$ cat src/rtl/uart_register_block_if.sv
// Register bus plus UART TX/RX byte handshakes for uart_register_block.
// master = APB/UART-PHY side, slave = the register block.
interface uart_register_block_if #(
    parameter int ADDR_W = 5,
    parameter int DATA_W = 8
);
    logic              reg_wr_en;
    logic              reg_rd_en;
    logic [ADDR_W-1:0] reg_address;
    logic [DATA_W-1:0] data_write_to_reg;
    logic              start_tx;
    logic [DATA_W-1:0] reg_rd_data;
    logic [DATA_W-1:0] rx_data_in;
    logic              tx_done_signal;
    logic              rx_done_signal;
    logic              parity_error_signal;
    logic [DATA_W-1:0] tx_byte;
    logic              tx_valid;
    logic              tx_ready;
    logic              tx_complete;
    logic [DATA_W-1:0] rx_byte;
    logic              rx_valid;
    logic              rx_parity_err;
    logic [DATA_W-1:0] cfg_out;

    modport master (
        output reg_wr_en, reg_rd_en, reg_address, data_write_to_reg, start_tx,
               tx_ready, tx_complete, rx_byte, rx_valid, rx_parity_err,
        input  reg_rd_data, rx_data_in, tx_done_signal, rx_done_signal,
               parity_error_signal, tx_byte, tx_valid, cfg_out
    );

    modport slave (
        input  reg_wr_en, reg_rd_en, reg_address, data_write_to_reg, start_tx,
               tx_ready, tx_complete, rx_byte, rx_valid, rx_parity_err,
        output reg_rd_data, rx_data_in, tx_done_signal, rx_done_signal,
               parity_error_signal, tx_byte, tx_valid, cfg_out
    );
endinterface

$ cat src/rtl/uart_register_block.sv
// UART register block: TX_DATA/RX_DATA/CFG/CTRL/STATUS map with a 4-state TX handshake FSM.
// Optional: define UART_OVERRUN_DETECT_EN to drop bytes arriving while RX_DATA is unread.
module uart_register_block #(
    parameter int ADDR_W = 5,
    parameter int DATA_W = 8
) (
    input logic                  pclk,
    input logic                  prst,
    uart_register_block_if.slave bus
);
    localparam logic [ADDR_W-1:0] A_TX   = ADDR_W'(32'h00);
    localparam logic [ADDR_W-1:0] A_RX   = ADDR_W'(32'h04);
    localparam logic [ADDR_W-1:0] A_CFG  = ADDR_W'(32'h08);
    localparam logic [ADDR_W-1:0] A_CTRL = ADDR_W'(32'h0C);
    localparam logic [ADDR_W-1:0] A_ST   = ADDR_W'(32'h10);

    typedef enum logic [1:0] {IDLE, LOAD, BUSY, DONE} tx_state_t;

    tx_state_t         r_state, w_next;
    logic [DATA_W-1:0] r_tx_data, r_cfg, r_ctrl, r_rx_data, r_tx_byte, r_rd_data;
    logic              r_rx_full, r_perr, r_overrun, r_done_st;

    logic              w_wr, w_rd, w_rd_rx, w_rd_st, w_clr;
    logic              w_rx_acc, w_rx_ovr, w_rx_load;
    logic              w_tx_valid, w_tx_done, w_load;
    logic [DATA_W-1:0] w_status, w_rd_mux;

    // A simultaneous write suppresses the read entirely, including its clear side effects.
    assign w_wr     = bus.reg_wr_en;
    assign w_rd     = bus.reg_rd_en & ~bus.reg_wr_en;
    assign w_rd_rx  = w_rd & (bus.reg_address == A_RX);
    assign w_rd_st  = w_rd & (bus.reg_address == A_ST);
    assign w_clr    = r_ctrl[2];
    assign w_rx_acc = bus.rx_valid & r_ctrl[1];
`ifdef UART_OVERRUN_DETECT_EN
    assign w_rx_ovr = w_rx_acc & r_rx_full & ~w_rd_rx;
`else
    assign w_rx_ovr = 1'b0;
`endif
    assign w_rx_load = w_rx_acc & ~w_rx_ovr;

    always_comb begin
        w_status      = '0;
        w_status[4:0] = {r_done_st, r_overrun, r_perr, r_rx_full, (r_state != IDLE)};
    end

    always_comb begin
        w_rd_mux = '0;
        case (bus.reg_address)
            A_TX:    w_rd_mux = r_tx_data;
            A_RX:    w_rd_mux = r_rx_data;
            A_CFG:   w_rd_mux = r_cfg;
            A_CTRL:  w_rd_mux = r_ctrl;
            A_ST:    w_rd_mux = w_status;
            default: w_rd_mux = '0;
        endcase
    end

    always_ff @(posedge pclk) begin
        if (prst) r_state <= IDLE;
        else      r_state <= w_next;
    end

    always_comb begin
        w_next     = r_state;
        w_tx_valid = 1'b0;
        w_tx_done  = 1'b0;
        w_load     = 1'b0;
        case (r_state)
            IDLE: if (bus.start_tx && r_ctrl[0]) begin
                w_next = LOAD;
                w_load = 1'b1;
            end
            LOAD: begin
                w_tx_valid = 1'b1;
                if (bus.tx_ready) w_next = BUSY;
            end
            BUSY: if (bus.tx_complete) w_next = DONE;
            DONE: begin
                w_tx_done = 1'b1;
                w_next    = IDLE;
            end
            default: w_next = IDLE;
        endcase
    end

    always_ff @(posedge pclk) begin
        if (prst) begin
            r_tx_data <= '0;
            r_cfg     <= '0;
            r_ctrl    <= '0;
            r_rx_data <= '0;
            r_tx_byte <= '0;
            r_rd_data <= '0;
            r_rx_full <= 1'b0;
            r_perr    <= 1'b0;
            r_overrun <= 1'b0;
            r_done_st <= 1'b0;
        end else begin
            // Self-clear first so a CTRL write in the same cycle takes precedence.
            if (w_clr) r_ctrl[2] <= 1'b0;
            if (w_wr) begin
                case (bus.reg_address)
                    A_TX:    r_tx_data <= bus.data_write_to_reg;
                    A_CFG:   r_cfg     <= bus.data_write_to_reg;
                    A_CTRL:  r_ctrl    <= bus.data_write_to_reg;
                    default: ;
                endcase
            end
            if (w_load)    r_tx_byte <= r_tx_data;
            if (w_rd)      r_rd_data <= w_rd_mux;
            if (w_rx_load) r_rx_data <= bus.rx_byte;

            // Set events beat read-clears so a flag raised during a read is not lost.
            if (w_clr)          r_rx_full <= 1'b0;
            else if (w_rx_load) r_rx_full <= 1'b1;
            else if (w_rd_rx)   r_rx_full <= 1'b0;

            if (w_clr)                             r_perr <= 1'b0;
            else if (w_rx_acc & bus.rx_parity_err) r_perr <= 1'b1;
            else if (w_rd_st)                      r_perr <= 1'b0;

            if (w_clr)         r_overrun <= 1'b0;
            else if (w_rx_ovr) r_overrun <= 1'b1;
            else if (w_rd_st)  r_overrun <= 1'b0;

            if (w_clr)          r_done_st <= 1'b0;
            else if (w_tx_done) r_done_st <= 1'b1;
            else if (w_rd_st)   r_done_st <= 1'b0;
        end
    end

    assign bus.reg_rd_data         = r_rd_data;
    assign bus.rx_data_in          = r_rx_data;
    assign bus.tx_done_signal      = w_tx_done;
    assign bus.rx_done_signal      = r_rx_full;
    assign bus.parity_error_signal = r_perr;
    assign bus.tx_byte             = r_tx_byte;
    assign bus.tx_valid            = w_tx_valid;
    assign bus.cfg_out             = r_cfg;
endmodule
$ cat src/flat_wrapper.sv
// flat-port wrapper written by rule: the top's interface ports become plain ports
module uart_register_block_flat 
#(
    parameter int ADDR_W = 5,
    parameter int DATA_W = 8
)
  (pclk, prst, bus_reg_wr_en, bus_reg_rd_en, bus_reg_address, bus_data_write_to_reg, bus_start_tx, bus_tx_ready, bus_tx_complete, bus_rx_byte, bus_rx_valid, bus_rx_parity_err, bus_reg_rd_data, bus_rx_data_in, bus_tx_done_signal, bus_rx_done_signal, bus_parity_error_signal, bus_tx_byte, bus_tx_valid, bus_cfg_out);
  uart_register_block_if #(.ADDR_W(ADDR_W), .DATA_W(DATA_W)) bus_i ();
  input logic pclk;
  input logic prst;
  input wire logic [$bits(bus_i.reg_wr_en)-1:0] bus_reg_wr_en;
  input wire logic [$bits(bus_i.reg_rd_en)-1:0] bus_reg_rd_en;
  input wire logic [$bits(bus_i.reg_address)-1:0] bus_reg_address;
  input wire logic [$bits(bus_i.data_write_to_reg)-1:0] bus_data_write_to_reg;
  input wire logic [$bits(bus_i.start_tx)-1:0] bus_start_tx;
  input wire logic [$bits(bus_i.tx_ready)-1:0] bus_tx_ready;
  input wire logic [$bits(bus_i.tx_complete)-1:0] bus_tx_complete;
  input wire logic [$bits(bus_i.rx_byte)-1:0] bus_rx_byte;
  input wire logic [$bits(bus_i.rx_valid)-1:0] bus_rx_valid;
  input wire logic [$bits(bus_i.rx_parity_err)-1:0] bus_rx_parity_err;
  output wire logic [$bits(bus_i.reg_rd_data)-1:0] bus_reg_rd_data;
  output wire logic [$bits(bus_i.rx_data_in)-1:0] bus_rx_data_in;
  output wire logic [$bits(bus_i.tx_done_signal)-1:0] bus_tx_done_signal;
  output wire logic [$bits(bus_i.rx_done_signal)-1:0] bus_rx_done_signal;
  output wire logic [$bits(bus_i.parity_error_signal)-1:0] bus_parity_error_signal;
  output wire logic [$bits(bus_i.tx_byte)-1:0] bus_tx_byte;
  output wire logic [$bits(bus_i.tx_valid)-1:0] bus_tx_valid;
  output wire logic [$bits(bus_i.cfg_out)-1:0] bus_cfg_out;
  assign bus_i.reg_wr_en = bus_reg_wr_en;
  assign bus_i.reg_rd_en = bus_reg_rd_en;
  assign bus_i.reg_address = bus_reg_address;
  assign bus_i.data_write_to_reg = bus_data_write_to_reg;
  assign bus_i.start_tx = bus_start_tx;
  assign bus_i.tx_ready = bus_tx_ready;
  assign bus_i.tx_complete = bus_tx_complete;
  assign bus_i.rx_byte = bus_rx_byte;
  assign bus_i.rx_valid = bus_rx_valid;
  assign bus_i.rx_parity_err = bus_rx_parity_err;
  assign bus_reg_rd_data = bus_i.reg_rd_data;
  assign bus_rx_data_in = bus_i.rx_data_in;
  assign bus_tx_done_signal = bus_i.tx_done_signal;
  assign bus_rx_done_signal = bus_i.rx_done_signal;
  assign bus_parity_error_signal = bus_i.parity_error_signal;
  assign bus_tx_byte = bus_i.tx_byte;
  assign bus_tx_valid = bus_i.tx_valid;
  assign bus_cfg_out = bus_i.cfg_out;
  uart_register_block #(.ADDR_W(ADDR_W), .DATA_W(DATA_W)) u_core (.pclk(pclk), .prst(prst), .bus(bus_i));
endmodule
$ cat config.mk
export PLATFORM = sky130hd
export DESIGN_NAME = uart_register_block_flat
export DESIGN_NICKNAME = d
export VERILOG_FILES = /design/src/rtl/uart_register_block_if.sv /design/src/rtl/uart_register_block.sv /design/src/flat_wrapper.sv
export SDC_FILE = /design/constraint.sdc
export NUM_CORES = 1
export LEC_CHECK = 0
export ABC_AREA = 1
export CAP_MARGIN = 5
export CORE_MARGIN = 8
export CORE_UTILIZATION = 42
export DETAILED_ROUTE_END_ITERATION = 10
export GPL_ROUTABILITY_DRIVEN = 0
export PLACE_DENSITY_LB_ADDON = 0.25
export SYNTH_ARGS = -nofsm -noshare
export SYNTH_HDL_FRONTEND = slang
export SYNTH_SLANG_ARGS = --single-unit
$ cat constraint.sdc
create_clock -name pclk -period 1.4 [get_ports pclk]
set_input_delay 0.28 -clock pclk [delete_from_list [all_inputs] [get_ports pclk]]
set_output_delay 0.28 -clock pclk [all_outputs]
set_load 0.02 [all_outputs]
* Word level (Yosys, flattened, before mapping) *
Cells that the tools add are included.

cells by class
  reduce and logical (&&, ||, !) cells = 13
  equal/unequal tests = 10
  bitwise operators = 7
  mux-type cells = 14

operators by type and width
  kind                  number
  $pmux W8 S5           1
  $eq A5 B4 Y1 const B  2
  $mux W1               9
  $pmux W2 S4           1
  $reduce_bool A2 Y1    4
  $mux W2               3
  $reduce_and A2 Y1     3
  $and A1 B1 Y1         5
  $eq A5 B3 Y1 const B  1
  $eq A5 B5 Y1 const B  1
  $logic_not A5 Y1      1
  $eq A2 B2 Y1 const B  2
  $ne A2 B2 Y1 const B  2
  $reduce_and A3 Y1     1
  $reduce_or A3 Y1      1
  $eq A2 B1 Y1 const B  1
  $logic_not A2 Y1      1
  $ne A2 B1 Y1 const B  1
  $not A1 Y1            2
  $reduce_or A2 Y1      1
  $logic_and A1 B1 Y1   1

word-level totals
  output and inout port bits = 36
  input port bits = 30
  logic and storage cells = 55
  flip-flop bits (word level) = 53

* Longest topological paths before layout *
  depth after elaboration = 5
  gate-level depth with buffers = 9
  mapped depth without buffers = 8

* Worst setup path before layout *
Ideal clock, no wire load.

  path kind = reg-to-reg
  start point = register u_core.r_state[0]
  end point = register u_core.r_tx_byte[0] (netlist: u_core.bus.tx_byte[0])
  data required time = 1330 ps
  period minus slack after synthesis = 1333 ps
  path slack = 67 ps
  buffers on the path = 1
  setup time = 70 ps
  arrival = 1263 ps
  cell stages (with the launch flop) = 7
  cells stage by stage = dfxtp_1 > inv_1 > ha_1 > nand3_1 > clkbuf_1 > o21ai_0 > a21oi_1

on the way
  cells in the longest elaborated chain, start to end = 2

RTL lines
  element                   RTL line                    RTL
  start: declaration        uart_register_block.sv:19   tx_state_t r_state, w_next;
  start signal: assignment  uart_register_block.sv:61   else r_state <= w_next;
  $logic_not A2 Y1          uart_register_block.sv:69   case (r_state)
  $mux W1                   uart_register_block.sv:69
  end signal: assignment    uart_register_block.sv:110  if (w_load) r_tx_byte <= r_tx_data;
  end: declaration          uart_register_block.sv:20   logic [DATA_W-1:0] r_tx_data, r_cfg, r_ctrl, r_rx_data, r_tx_byte, r_rd_data;

No other way between the ends.
A chain may end at the register's enable or synchronous reset.

* Worst setup path after layout *
  start point = register u_core.r_state[1]
  end point = output port bus_tx_valid

on the way
  cells in the longest elaborated chain, start to end = 2

RTL lines
  element           RTL line                   RTL
  $eq A2 B1 Y1      uart_register_block.sv:69
  $mux W1           uart_register_block.sv:69
  end: declaration  flat_wrapper.sv:27         output wire logic [$bits(bus_i.tx_valid)-1:0] bus_tx_valid;

No other way between the ends.

==> results by group <==
Timing
  – Final setup fails: 0
  – Final Hold Vio Count: 0
  – Fmax: 0.748 GHz
  – Setup Total Neg Slack: 0 ns
  – RSZ-0062 raised after global routing: false
  – Worst Skew: 0.00939 ns
  – Pins Over Slew Limit: 0
  – Tcrit/Tclk final: 0.954
  – Slew headroom: 0.773
  – Slew @ Worst Pin: 0.341 ns
  – Final critical-path required period: 1.34 ns

Power
  – Clock share of power: 0.335
  – Sw Ratio: 0.259
  – Power Density: 935 nW/um^2
  – Sequential share of power: 0.504
  – Peak VDD IR: 0.588 mV
  – Sw power: 810 uW
  – Combinational share of power: 0.161
  – Pwr Total: 3130 uW
  – Int Power: 2320 uW
  – Leak: 0.00147 uW

Worst setup path
  – Worst reg2reg setup slack: 0.09 ns
  – CP Data Arrival Time: 1.06 ns
  – Reg2reg end: u_core.r_state[1]$_SDFFE_PP0P_
  – WP data required: 1.12 ns
  – Crit Path Max Fanout: 3
  – Crit start category: register
  – Crit-path max cell delay: 0.36 ns
  – Critical path depth: 3
  – CP max-delay cell: dfxtp_2
  – Crit path capture: bus_tx_valid
  – Reg2reg start: u_core.r_state[1]$_SDFFE_PP0P_
  – Crit path cell chain: inv_1, ha_1, buf_2
  – Worst Setup SP: u_core.r_state[1]$_SDFFE_PP0P_
  – R2r worst-path depth: 7
  – Buf+Inv Stages, Crit Path: 2
  – CP Capture Type: output port
  – Critical Setup Path Class: reg -> out
  – Crit-path leading delay family: flip-flops

Final layout
  – Layout cells sized above 1: 0.160
  – FF/Latch Area: 1060 sq um
  – Non-Filler Instances: 465
  – Layout Nets: 426
  – N_diodes: 0
  – Area growth from synthesis to layout: 45.3%
  – Fillers: 508
  – Multi-input gate area: 1090 sq um

Place
  – # port buffers: 65
  – Cells after DPL: 454
  – HPWL after DPL: 5120 microns

Routing
  – WL met2: 3210 microns
  – Number of routed nets with antenna violations: 0
  – DRT iter0 DRCs: 133
  – DR vias: 2371
  – Final WL: 6620 microns
  – Drt via density: 5.10
  – Drt pass-1 iters: 5
  – DRC viols: 0
  – Avg WL per Cell: 14.2 microns
  – Top layer in use: met4
  – Routed wl met3: 405 microns
  – Metal-1 WL: 2910 microns

Clocking
  – CTS Hold Buffers Added: 0
  – CTS tree: built
  – Num Clock Sinks: 53
  – H-tree Lvls: 2
  – Clock latency at the later pin of the worst-skew pair: 0.31 ns
  – Root Buffer: clkbuf_8
  – Num CTS Buffers: 5
  – Worst-path clk slew: 0.10 ns
  – CTS max path bufs: 2

Outcome
  – Outcome: finished clean

Floorplan
  – Initial Util: 0.426
  – Full die area: 8110 sq um
  – Die Height: 90.0 microns
  – Core area: 5410 sq um
  – Die Width: 90.0 microns
  – # rows: 27
  – I/O pin total: 66

Global routing
  – Vias in the first global route: 2369
  – GRT Total Usage: 0.162
  – Gr ovfl total: 0
  – Pin count of the biggest net entering global routing: 31
  – Initial antenna violation count: 0
  – First-pass GRT wire length: 11100 microns

Flow run
  – Maxcap violations: 0

Yosys
  – Post-Syn Area: 2300 sq um
  – Synth Warn #: 0
  – Syn Nets: 339
  – Cells after Synth: 305
  – Sequential-to-total area share from yosys stat: 0.461
  – Mean Syn Cell Area: 7.55 sq um
  – Number of synthesized register bits: 53
  – Netlist cell types: 26

Worst hold path
  – Worst Hold Class: reg -> reg
  – Hold_sp: u_core.bus.tx_byte[7]$_SDFFE_PP0P_
==> synthesized netlist by cell type <==
| cell type | instances | area share |
|---|---|---|
| nor2_1 | 44 | 0.072 |
| dfxtp_1 | 53 | 0.46 |
| a21oi_1 | 32 | 0.070 |
| nand2_1 | 32 | 0.052 |
| o21ai_0 | 54 | 0.12 |
| clkbuf_1 | 6 | 0.0098 |
| nor2_4 | 4 | 0.020 |
| nand3_4 | 1 | 0.0076 |
| ha_1 | 4 | 0.022 |
| o221ai_1 | 1 | 0.0038 |
| buf_2 | 2 | 0.0043 |
| nand2_4 | 1 | 0.0049 |
| nor2_2 | 2 | 0.0054 |
| inv_1 | 31 | 0.051 |
| o21ai_1 | 2 | 0.0043 |
| o21ai_2 | 1 | 0.0038 |
| buf_4 | 2 | 0.0065 |
| buf_1 | 1 | 0.0016 |
| nor3_1 | 2 | 0.0043 |
| inv_2 | 2 | 0.0033 |
| clkinv_4 | 1 | 0.0038 |
| or2_2 | 1 | 0.0027 |
| buf_6 | 1 | 0.0049 |
| nand4_1 | 19 | 0.052 |
| nand2_2 | 1 | 0.0027 |
| nand3_1 | 5 | 0.011 |
==> worst min-delay path by stage <==
stage                                         endpoint  slack (ns)  depth (start not counted)
floorplan                u_core.r_ctrl[1]$_SDFFE_PP0P_        0.41                          2
global placement    u_core.bus.tx_byte[2]$_SDFFE_PP0P_        0.43                          2
detailed placement  u_core.bus.tx_byte[3]$_SDFFE_PP0P_        0.44                          2
CTS                 u_core.bus.tx_byte[2]$_SDFFE_PP0P_        0.45                          2
global route        u_core.bus.tx_byte[0]$_SDFFE_PP0P_        0.46                          2
finish              u_core.bus.tx_byte[7]$_SDFFE_PP0P_        0.44                          2
==> cell families (layout without fill, tap and decap cells) <==
logic type / after synthesis / in the layout / synth area share
flip-flops: 53 / 53 / 0.461
adder cells (fa/ha/maj): 4 / 4 / 0.0217
AND/OR/NAND/NOR: 112 / 112 / 0.234
buffers and inverters: 46 / 134 / 0.0848
AO/OA/AOI/OAI: 90 / 90 / 0.199
==> tightest hold or removal path: cells and delay by family, from the launching register on <==
family                 cells  cell delay [ns]
AO/OA/AOI/OAI              1             0.05
flip-flops                 1             0.32
buffers and inverters      1             0.04
==> cells in the final DEF, fill, tap and decap left out, drive strengths merged <==
cell type / instances
ha: 4
or2: 1
o221ai: 1
nand2: 34
nor2: 50
nand4: 19
buf: 29
clkinv: 2
nor3: 2
bufinv: 1
clkdlybuf4s15: 1
nand3: 6
a21oi: 32
dlymetal6s2s: 2
inv: 33
dlygate4sd2: 36
clkbuf: 5
dfxtp: 53
o21ai: 57
clkinvlp: 1
clkdlybuf4s50: 24
==> final cells by class <==
| cell class | instances | share of cell area |
|---|---|---|
| clock buffer | 5 | 0.0206 |
| clock inverter | 3 | 0.0138 |
| inverter | 34 | 0.0396 |
| multi-input combinational | 206 | 0.327 |
| sequential | 53 | 0.318 |
| tap | 72 | 0.0269 |
| timing repair buffer | 92 | 0.254 |
==> flip-flops by register name, summed over array words and instances (netlist names) <==
register                        flops
u_core.bus.reg_rd_data              8
u_core.bus.rx_data_in               8
u_core.bus.cfg_out                  8
u_core.r_done_st                    1
u_core.bus.rx_done_signal           1
u_core.r_ctrl                       8
u_core.r_tx_data                    8
u_core.bus.parity_error_signal      1
u_core.bus.tx_byte                  8
u_core.r_state                      2
==> stage by stage <==
step | utilization | hold slack (ns) | instance area [sq um] | setup slack (ns)
final | 0.619 | 0.443 | 3350 | 0.0640
after global routing | 0.619 | 0.464 | 3350 | 0.000405
after CTS | 0.609 | 0.448 | 3290 | -0.00964
after detailed placement | 0.589 | 0.435 | 3190 | -0.399
after global placement | 0.589 | 0.433 | 3190 | -0.337
after floorplan | - | 0.415 | 2300 | 0.0672
==> timing repair <==
item,CTS,global route
pin swaps,3,8
endpoints found under the setup margin,50,45
buffers inserted,1,1
gates cloned,1,0
resized for setup,56,24
==> metal layers <==
layer | vias to the layer above | global-route usage
met5 | - | 0
met4 | 0 | 0.0569
met3 | 10 | 0.0399
met2 | 77 | 0.271
met1 | 1093 | 0.197
li1 | 1191 | -
==> power groups by stage <==
| stage | combinational [uW] | sequential (uW) | clock (uW) |
|---|---|---|---|
| detailed placement | 490 | 1610 | 0 |
| floorplan | 240 | 1610 | 0 |
| global route | 555 | 1580 | 1140 |
| global placement | 483 | 1600 | 0 |
| finish | 503 | 1580 | 1050 |
| CTS | 486 | 1580 | 1070 |
Note: power is estimated with default switching activity, not from simulation.
